$ cat config.mk
export PLATFORM = sky130hd
export DESIGN_NAME = div4_issue_stage
export DESIGN_NICKNAME = d
export VERILOG_FILES = /design/src/rtl/div4_issue_stage.sv
export SDC_FILE = /design/constraint.sdc
export NUM_CORES = 1
export LEC_CHECK = 0
export ABC_CLOCK_PERIOD_IN_PS = 3400
export CAP_MARGIN = 10
export CORE_MARGIN = 4
export CORE_UTILIZATION = 55
export DETAILED_ROUTE_END_ITERATION = 10
export GPL_ROUTABILITY_DRIVEN = 0
export PLACE_DENSITY = 0.83
export SLEW_MARGIN = 25
export SYNTH_ARGS = -nofsm -noshare
export SYNTH_HDL_FRONTEND = slang
export SYNTH_SLANG_ARGS = --single-unit
$ cat constraint.sdc
create_clock -name i_clk -period 3.4 [get_ports i_clk]
set_clock_uncertainty 0.05 [all_clocks]
set_input_delay 0.68 -clock i_clk [delete_from_list [all_inputs] [get_ports i_clk]]
set_output_delay 0.68 -clock i_clk [all_outputs]
set_load 0.05 [all_outputs]
$ cat src/rtl/div4_issue_stage.sv
// -----------------------------------------------------------------------------
// div4_issue_stage
//   Sequential issue/collect stage around an external 4-bit combinational
//   divider. Operand pairs arrive on a valid/ready handshake and are registered
//   onto the divider inputs. One cycle later the divider result is captured
//   into a show-ahead result FIFO. Results leave in order on a second
//   valid/ready handshake. Divide-by-zero is detected here; the divider output
//   for that case is ignored.
//
// Ports
//   i_clk, i_rst_n         clock (rising edge), async active-low reset
//   i_in_valid/o_in_ready  operand handshake; i_in_a dividend, i_in_b divisor
//   o_div_a/o_div_b        registered operands to the divider
//   i_div_q/i_div_r        divider quotient/remainder (combinational)
//   o_out_valid/i_out_ready result handshake; o_out_q, o_out_r, o_out_dbz
//   o_dbz_cnt              saturating count of accepted divide-by-zero pairs
// -----------------------------------------------------------------------------
module div4_issue_stage #(
  parameter int DEPTH = 4,
  parameter int CNT_W = 8
) (
  input  logic             i_clk,
  input  logic             i_rst_n,
  input  logic             i_in_valid,
  output logic             o_in_ready,
  input  logic [3:0]       i_in_a,
  input  logic [3:0]       i_in_b,
  output logic [3:0]       o_div_a,
  output logic [3:0]       o_div_b,
  input  logic [3:0]       i_div_q,
  input  logic [3:0]       i_div_r,
  output logic             o_out_valid,
  input  logic             i_out_ready,
  output logic [3:0]       o_out_q,
  output logic [3:0]       o_out_r,
  output logic             o_out_dbz,
  output logic [CNT_W-1:0] o_dbz_cnt
);

  localparam int PTR_W = (DEPTH > 1) ? $clog2(DEPTH) : 1;
  localparam int OCC_W = PTR_W + 1;
  localparam logic [OCC_W-1:0] DEPTH_C = OCC_W'(DEPTH);
  localparam logic [CNT_W-1:0] DBZ_MAX = {CNT_W{1'b1}};

  // Build a FIFO entry {q, r, dbz}; a zero divisor overrides the divider.
  function automatic logic [8:0] f_collect(input logic [3:0] a, input logic [3:0] b,
                                           input logic [3:0] q, input logic [3:0] r);
    logic [8:0] e;
    if (b == 4'd0) begin
      e = {4'hF, a, 1'b1};
    end else begin
      e = {q, r, 1'b0};
    end
    return e;
  endfunction

  // Saturating increment for the divide-by-zero event counter.
  function automatic logic [CNT_W-1:0] f_sat_inc(input logic [CNT_W-1:0] v);
    logic [CNT_W-1:0] n;
    if (v == DBZ_MAX) begin
      n = v;
    end else begin
      n = v + CNT_W'(1);
    end
    return n;
  endfunction

  logic             r_s1_valid;
  logic [3:0]       r_div_a;
  logic [3:0]       r_div_b;
  logic [8:0]       r_mem [DEPTH];
  logic [PTR_W-1:0] r_wr_ptr;
  logic [PTR_W-1:0] r_rd_ptr;
  logic [OCC_W-1:0] r_count;
  logic [CNT_W-1:0] r_dbz_cnt;

  logic [OCC_W-1:0] w_occupancy;
  logic             w_in_ready;
  logic             w_accept;
  logic             w_push;
  logic             w_pop;
  logic             w_out_valid;
  logic [8:0]       w_entry;
  logic [8:0]       w_head;

  // Occupancy counts the in-flight pair so its FIFO slot is always reserved;
  // this is what makes overflow impossible without a full-check on push.
  assign w_occupancy = r_count + {{PTR_W{1'b0}}, r_s1_valid};
  assign w_in_ready  = (w_occupancy < DEPTH_C);
  assign w_accept    = i_in_valid & w_in_ready;
  assign w_push      = r_s1_valid;
  assign w_out_valid = (r_count != {OCC_W{1'b0}});
  assign w_pop       = w_out_valid & i_out_ready;
  assign w_entry     = f_collect(r_div_a, r_div_b, i_div_q, i_div_r);
  assign w_head      = r_mem[r_rd_ptr];

  // Issue register: operands to the divider and the in-flight flag.
  always_ff @(posedge i_clk or negedge i_rst_n) begin
    if (!i_rst_n) begin
      r_s1_valid <= 1'b0;
      r_div_a    <= 4'd0;
      r_div_b    <= 4'd0;
    end else if (w_accept) begin
      r_s1_valid <= 1'b1;
      r_div_a    <= i_in_a;
      r_div_b    <= i_in_b;
    end else begin
      r_s1_valid <= 1'b0;
    end
  end

  // Divide-by-zero event counter, saturating at all-ones.
  always_ff @(posedge i_clk or negedge i_rst_n) begin
    if (!i_rst_n) begin
      r_dbz_cnt <= {CNT_W{1'b0}};
    end else if (w_accept && (i_in_b == 4'd0)) begin
      r_dbz_cnt <= f_sat_inc(r_dbz_cnt);
    end else begin
      r_dbz_cnt <= r_dbz_cnt;
    end
  end

  // FIFO storage; contents need no reset because reads are gated by count.
  always_ff @(posedge i_clk) begin
    if (w_push) begin
      r_mem[r_wr_ptr] <= w_entry;
    end
  end

  // FIFO pointers and occupancy; pointers wrap naturally at a power-of-two DEPTH.
  always_ff @(posedge i_clk or negedge i_rst_n) begin
    if (!i_rst_n) begin
      r_wr_ptr <= {PTR_W{1'b0}};
      r_rd_ptr <= {PTR_W{1'b0}};
      r_count  <= {OCC_W{1'b0}};
    end else begin
      if (w_push) begin
        r_wr_ptr <= r_wr_ptr + PTR_W'(1);
      end
      if (w_pop) begin
        r_rd_ptr <= r_rd_ptr + PTR_W'(1);
      end
      case ({w_push, w_pop})
        2'b10:   r_count <= r_count + OCC_W'(1);
        2'b01:   r_count <= r_count - OCC_W'(1);
        default: r_count <= r_count;
      endcase
    end
  end

  // Show-ahead head; forced to zero while empty so stale entries never leak.
  always_comb begin
    o_out_q   = 4'd0;
    o_out_r   = 4'd0;
    o_out_dbz = 1'b0;
    if (w_out_valid) begin
      o_out_q   = w_head[8:5];
      o_out_r   = w_head[4:1];
      o_out_dbz = w_head[0];
    end else begin
      o_out_q   = 4'd0;
      o_out_r   = 4'd0;
      o_out_dbz = 1'b0;
    end
  end

  assign o_in_ready  = w_in_ready;
  assign o_div_a     = r_div_a;
  assign o_div_b     = r_div_b;
  assign o_out_valid = w_out_valid;
  assign o_dbz_cnt   = r_dbz_cnt;

  div4_issue_stage_chk #(
    .DEPTH (DEPTH),
    .OCC_W (OCC_W)
  ) u_chk (
    .i_clk   (i_clk),
    .i_rst_n (i_rst_n),
    .i_push  (w_push),
    .i_pop   (w_pop),
    .i_count (r_count)
  );

endmodule

// -----------------------------------------------------------------------------
// div4_issue_stage_chk
//   Invariant checker for the result FIFO: a push must never land on a full
//   FIFO unless a pop frees the slot on the same edge.
// Ports
//   i_clk, i_rst_n  clock and async active-low reset
//   i_push, i_pop   FIFO write / read strobes
//   i_count         current FIFO occupancy
// -----------------------------------------------------------------------------
module div4_issue_stage_chk #(
  parameter int DEPTH = 4,
  parameter int OCC_W = 3
) (
  input logic             i_clk,
  input logic             i_rst_n,
  input logic             i_push,
  input logic             i_pop,
  input logic [OCC_W-1:0] i_count
);

  localparam logic [OCC_W-1:0] FULL_C = OCC_W'(DEPTH);

  // Flag a push into a full FIFO with no simultaneous pop.
  always_ff @(posedge i_clk) begin
    if (i_rst_n) begin
      assert (!(i_push && !i_pop && (i_count == FULL_C)))
        else $error("div4_issue_stage: push into full result FIFO");
    end
  end

endmodule

==> results.ini, run 1 <==
[sta]
worstMarginPinSlew_ns=0.7038
fin_crit_sh_pct=87.41
setup_ws_ns=0.4279
hold_viol=0
setup_tns_ns=0
rsz0062_at_grt=no
fin_crit_ns=2.972
finalSetupViolCount=0
maxSlewHeadroom_pct=52.73
slew_violations=0
fmax_mhz=336.5

[routing]
postRouteAntennaNets=0
drtPass1Iterations=4
drt-initial-drc-count=97
drc=0
vias=1497
vias_per_cell=5.504
wire_per_inst_um=17.79
totalWireLength_um=4840

[clocking]
clockBufferDepth=2
cts_tree=built
post-cts-setup-buffers=0
ctsHoldBuffers=0
cts_sinks=60
post_cts_resized=0
insertion_delay_ns=0.34
htreeDepth=3
clkTransAtPathRegs_ns=0.07
cts_buffers=9
root_buffer=clkbuf_8

[pwr]
p_per_area_nw_per_um2=989.7
ir_drop_mv=0.7044
leakage_uw=0.001287

[setup_path]
r2r_end=r_count[1]$_DFFE_PN0P_
r2r-start=r_count[2]$_DFFE_PN0P_
r2r_setup_slack_ns=1.11
slowest_delay_ns=0.70
crit_path_end_kind=output port
crit_chain=buf_4, mux4_2, and2_1, clkdlybuf4s50_1
critical_path_class=flip-flop to output port
startpoint_type=flip-flop
reg2regPathDepth=6
required_ns=2.67
crit_fanout=6
arrival_ns=2.24
cp_slowest_cell=clkdlybuf4s50_1
crit_end=o_out_r[0]
startpoint=r_rd_ptr[0]$_DFFE_PN0P_

[cells_and_area]
drive_gt1_share_pct=20.00
antenna_cells=0
area_growth_pct=27.18
fillers=268
num-nets-final=242

[place]
dp_hpwl_um=3366
portBuffers=46
pre_cts_slack_ns=0.7828

[grt]
overflow=0
grt_pass1_wl_um=8321
grt_use_total_pct=19.12
first_global_vias=1687
antenna_found_initial=0
grt_max_degree=25

[synthesis]
synth.most_common_cell=edfxtp_1
yosysSeqAreaShare_pct=64.90
synth_top_area_share_pct=41.72
syn_inst=161
synth_enable_flop_cells=36
synth_cell_types=31
synth_area_sq_um=2591
ys.flop_type=edfxtp_1
synthArstFlopShare_pct=40.00
syn_nets=188
yosysTopAreaCell=edfxtp_1
ys_top_cells_by_area=edfxtp_1 (42%), dfrtp_1 (23%), mux4_2 (7.8%)
ys_seq_elements=60
avgSynthCellArea_sq_um=16.09
yosysWarnings=0
synth_common_cells=edfxtp_1 (36), dfrtp_1 (24), and2_1 (14)

[floorplanning]
dieWidth_um=76.64
dieArea_sq_um=5874
fp.dieH_um=76.64
fp-row-count=24
start_util_pct=58.31
core-area_sq_um=4444
io_pins=47

[worst_hold_path]
min_path_type=input port to asynchronous set/reset pin

[run_status]
status=completed

[job]
cap_violations=0

-- layer usage --
layer,share of wire [%],wire (um),GRT usage (%),up-vias
met4,1.4,66,6.703,0
met2,48,2346,29.17,58
met3,6.7,323,8.511,10
met1,43,2103,24.32,733
met5,0,0,0,-
li1,-,-,-,696
-- worst min path at each step --
stage,to,cells past startpoint
after floorplan,o_dbz_cnt[0]$_DFFE_PN0P_,0
after global placement,o_dbz_cnt[6]$_DFFE_PN0P_,1
after detailed placement,o_dbz_cnt[6]$_DFFE_PN0P_,1
after CTS,o_dbz_cnt[6]$_DFFE_PN0P_,1
after global routing,r_count[2]$_DFFE_PN0P_,1
final,r_count[2]$_DFFE_PN0P_,1
-- area by class of cell --
cell class | instances | area (sq um) | area share, %
Inverter | 8 | 30.03 | 0.9112
Tap cell | 52 | 65.06 | 1.974
Clock inverter | 6 | 53.80 | 1.632
Clock buffer | 10 | 137.6 | 4.176
Sequential cell | 60 | 1682 | 51.02
Multi-Input combinational cell | 88 | 857.1 | 26.01
Timing Repair Buffer | 48 | 470.5 | 14.27
-- critical path, delay by kind of cell (launching register included) --
| kind | cells | cell delay, ns |
|---|---|---|
| buf+inv | 2 | 0.87 |
| mux | 1 | 0.51 |
| flops | 1 | 0.35 |
| simple gates | 1 | 0.17 |
-- kinds of logic after synthesis --
kind of cell / synth area share (%)
compound gates: 0.3859
xor+xnor: 4.732
mux: 14.44
buf+inv: 2.366
simple gates: 9.512
fa+ha+maj: 3.670
flops: 64.90
-- power by group --
part | internal (uW) | total, uW | leakage, uW | switching [uW]
Clock | 350 | 620 | 0.000103 | 269
Combinational | 601 | 1510 | 0.000558 | 906
Sequential | 982 | 1140 | 0.000626 | 154
Total | 1930 | 3260 | 0.00129 | 1330
-- metrics by stage --
step,hold WS (ns),util [%],power [uW],instance area (sq um),std cells
6_report,0.2705,74.16,3262,3296,272
5_1_grt,0.2955,74.16,3450,3296,272
4_1_cts,0.4667,74.07,3283,3292,272
3_5_place_dp,0.4496,69.76,2651,3100,256
3_3_place_gp,0.4324,69.76,2595,3100,256
2_1_floorplan,0.3344,-,2180,2591,161
-- sequential cells by signal, indices dropped and copies added (netlist names) --
signal / cells
o_div_a: 4
o_div_b: 4
r_s1_valid: 1
r_count: 3
o_dbz_cnt: 8
r_mem: 36
r_wr_ptr: 2
r_rd_ptr: 2
-- cells in the final DEF (no fill, tap or decap) --
cell type / Yosys / layout
clkdlybuf4s50_1: 0 / 45
edfxtp_1: 36 / 36
dfrtp_1: 24 / 24
and2_1: 14 / 14
xor2_1: 11 / 11
clkbuf_8: 0 / 10
mux4_2: 9 / 9
mux2_2: 9 / 9
inv_1: 8 / 8
ha_1: 6 / 6
nand2_1: 5 / 5
or2_2: 4 / 4
mux2_1: 4 / 4
nand3_1: 4 / 4
nor4_1: 4 / 4
clkinv_2: 0 / 4
xnor2_1: 3 / 3
nor3_1: 2 / 2
nor2_1: 2 / 2
buf_4: 1 / 2
or3_1: 1 / 1
nor4_4: 0 / 1
and3_4: 1 / 1
nand2b_1: 1 / 1
mux2_4: 1 / 1
nand4_1: 1 / 1
o21ai_1: 1 / 1
nor3_2: 1 / 1
mux2i_1: 1 / 1
o21ai_0: 1 / 1
fa_1: 1 / 1
clkinv_1: 0 / 1
bufinv_16: 0 / 1
buf_2: 1 / 1
Power figures use the tool's default switching activity.
==> run 2: changes to the inputs <==
--- a/config.mk
+++ b/config.mk
@@ -9,6 +9,7 @@
 export CAP_MARGIN = 10
 export CORE_MARGIN = 4
 export CORE_UTILIZATION = 55
+export CTS_CLUSTER_DIAMETER = 100
 export DETAILED_ROUTE_END_ITERATION = 10
 export GPL_ROUTABILITY_DRIVEN = 0
 export PLACE_DENSITY = 0.83
==> results of run 2 <==
Same layout as run 1: the final DEF is identical, and so are final timing and power.
==> run 3: changes to the inputs <==
--- a/config.mk
+++ b/config.mk
@@ -6,7 +6,6 @@
 export NUM_CORES = 1
 export LEC_CHECK = 0
 export ABC_CLOCK_PERIOD_IN_PS = 3400
-export CAP_MARGIN = 10
 export CORE_MARGIN = 4
 export CORE_UTILIZATION = 55
 export CTS_CLUSTER_DIAMETER = 100
==> results of run 3 <==
Same layout as run 1: the final DEF is identical, and so are final timing and power.
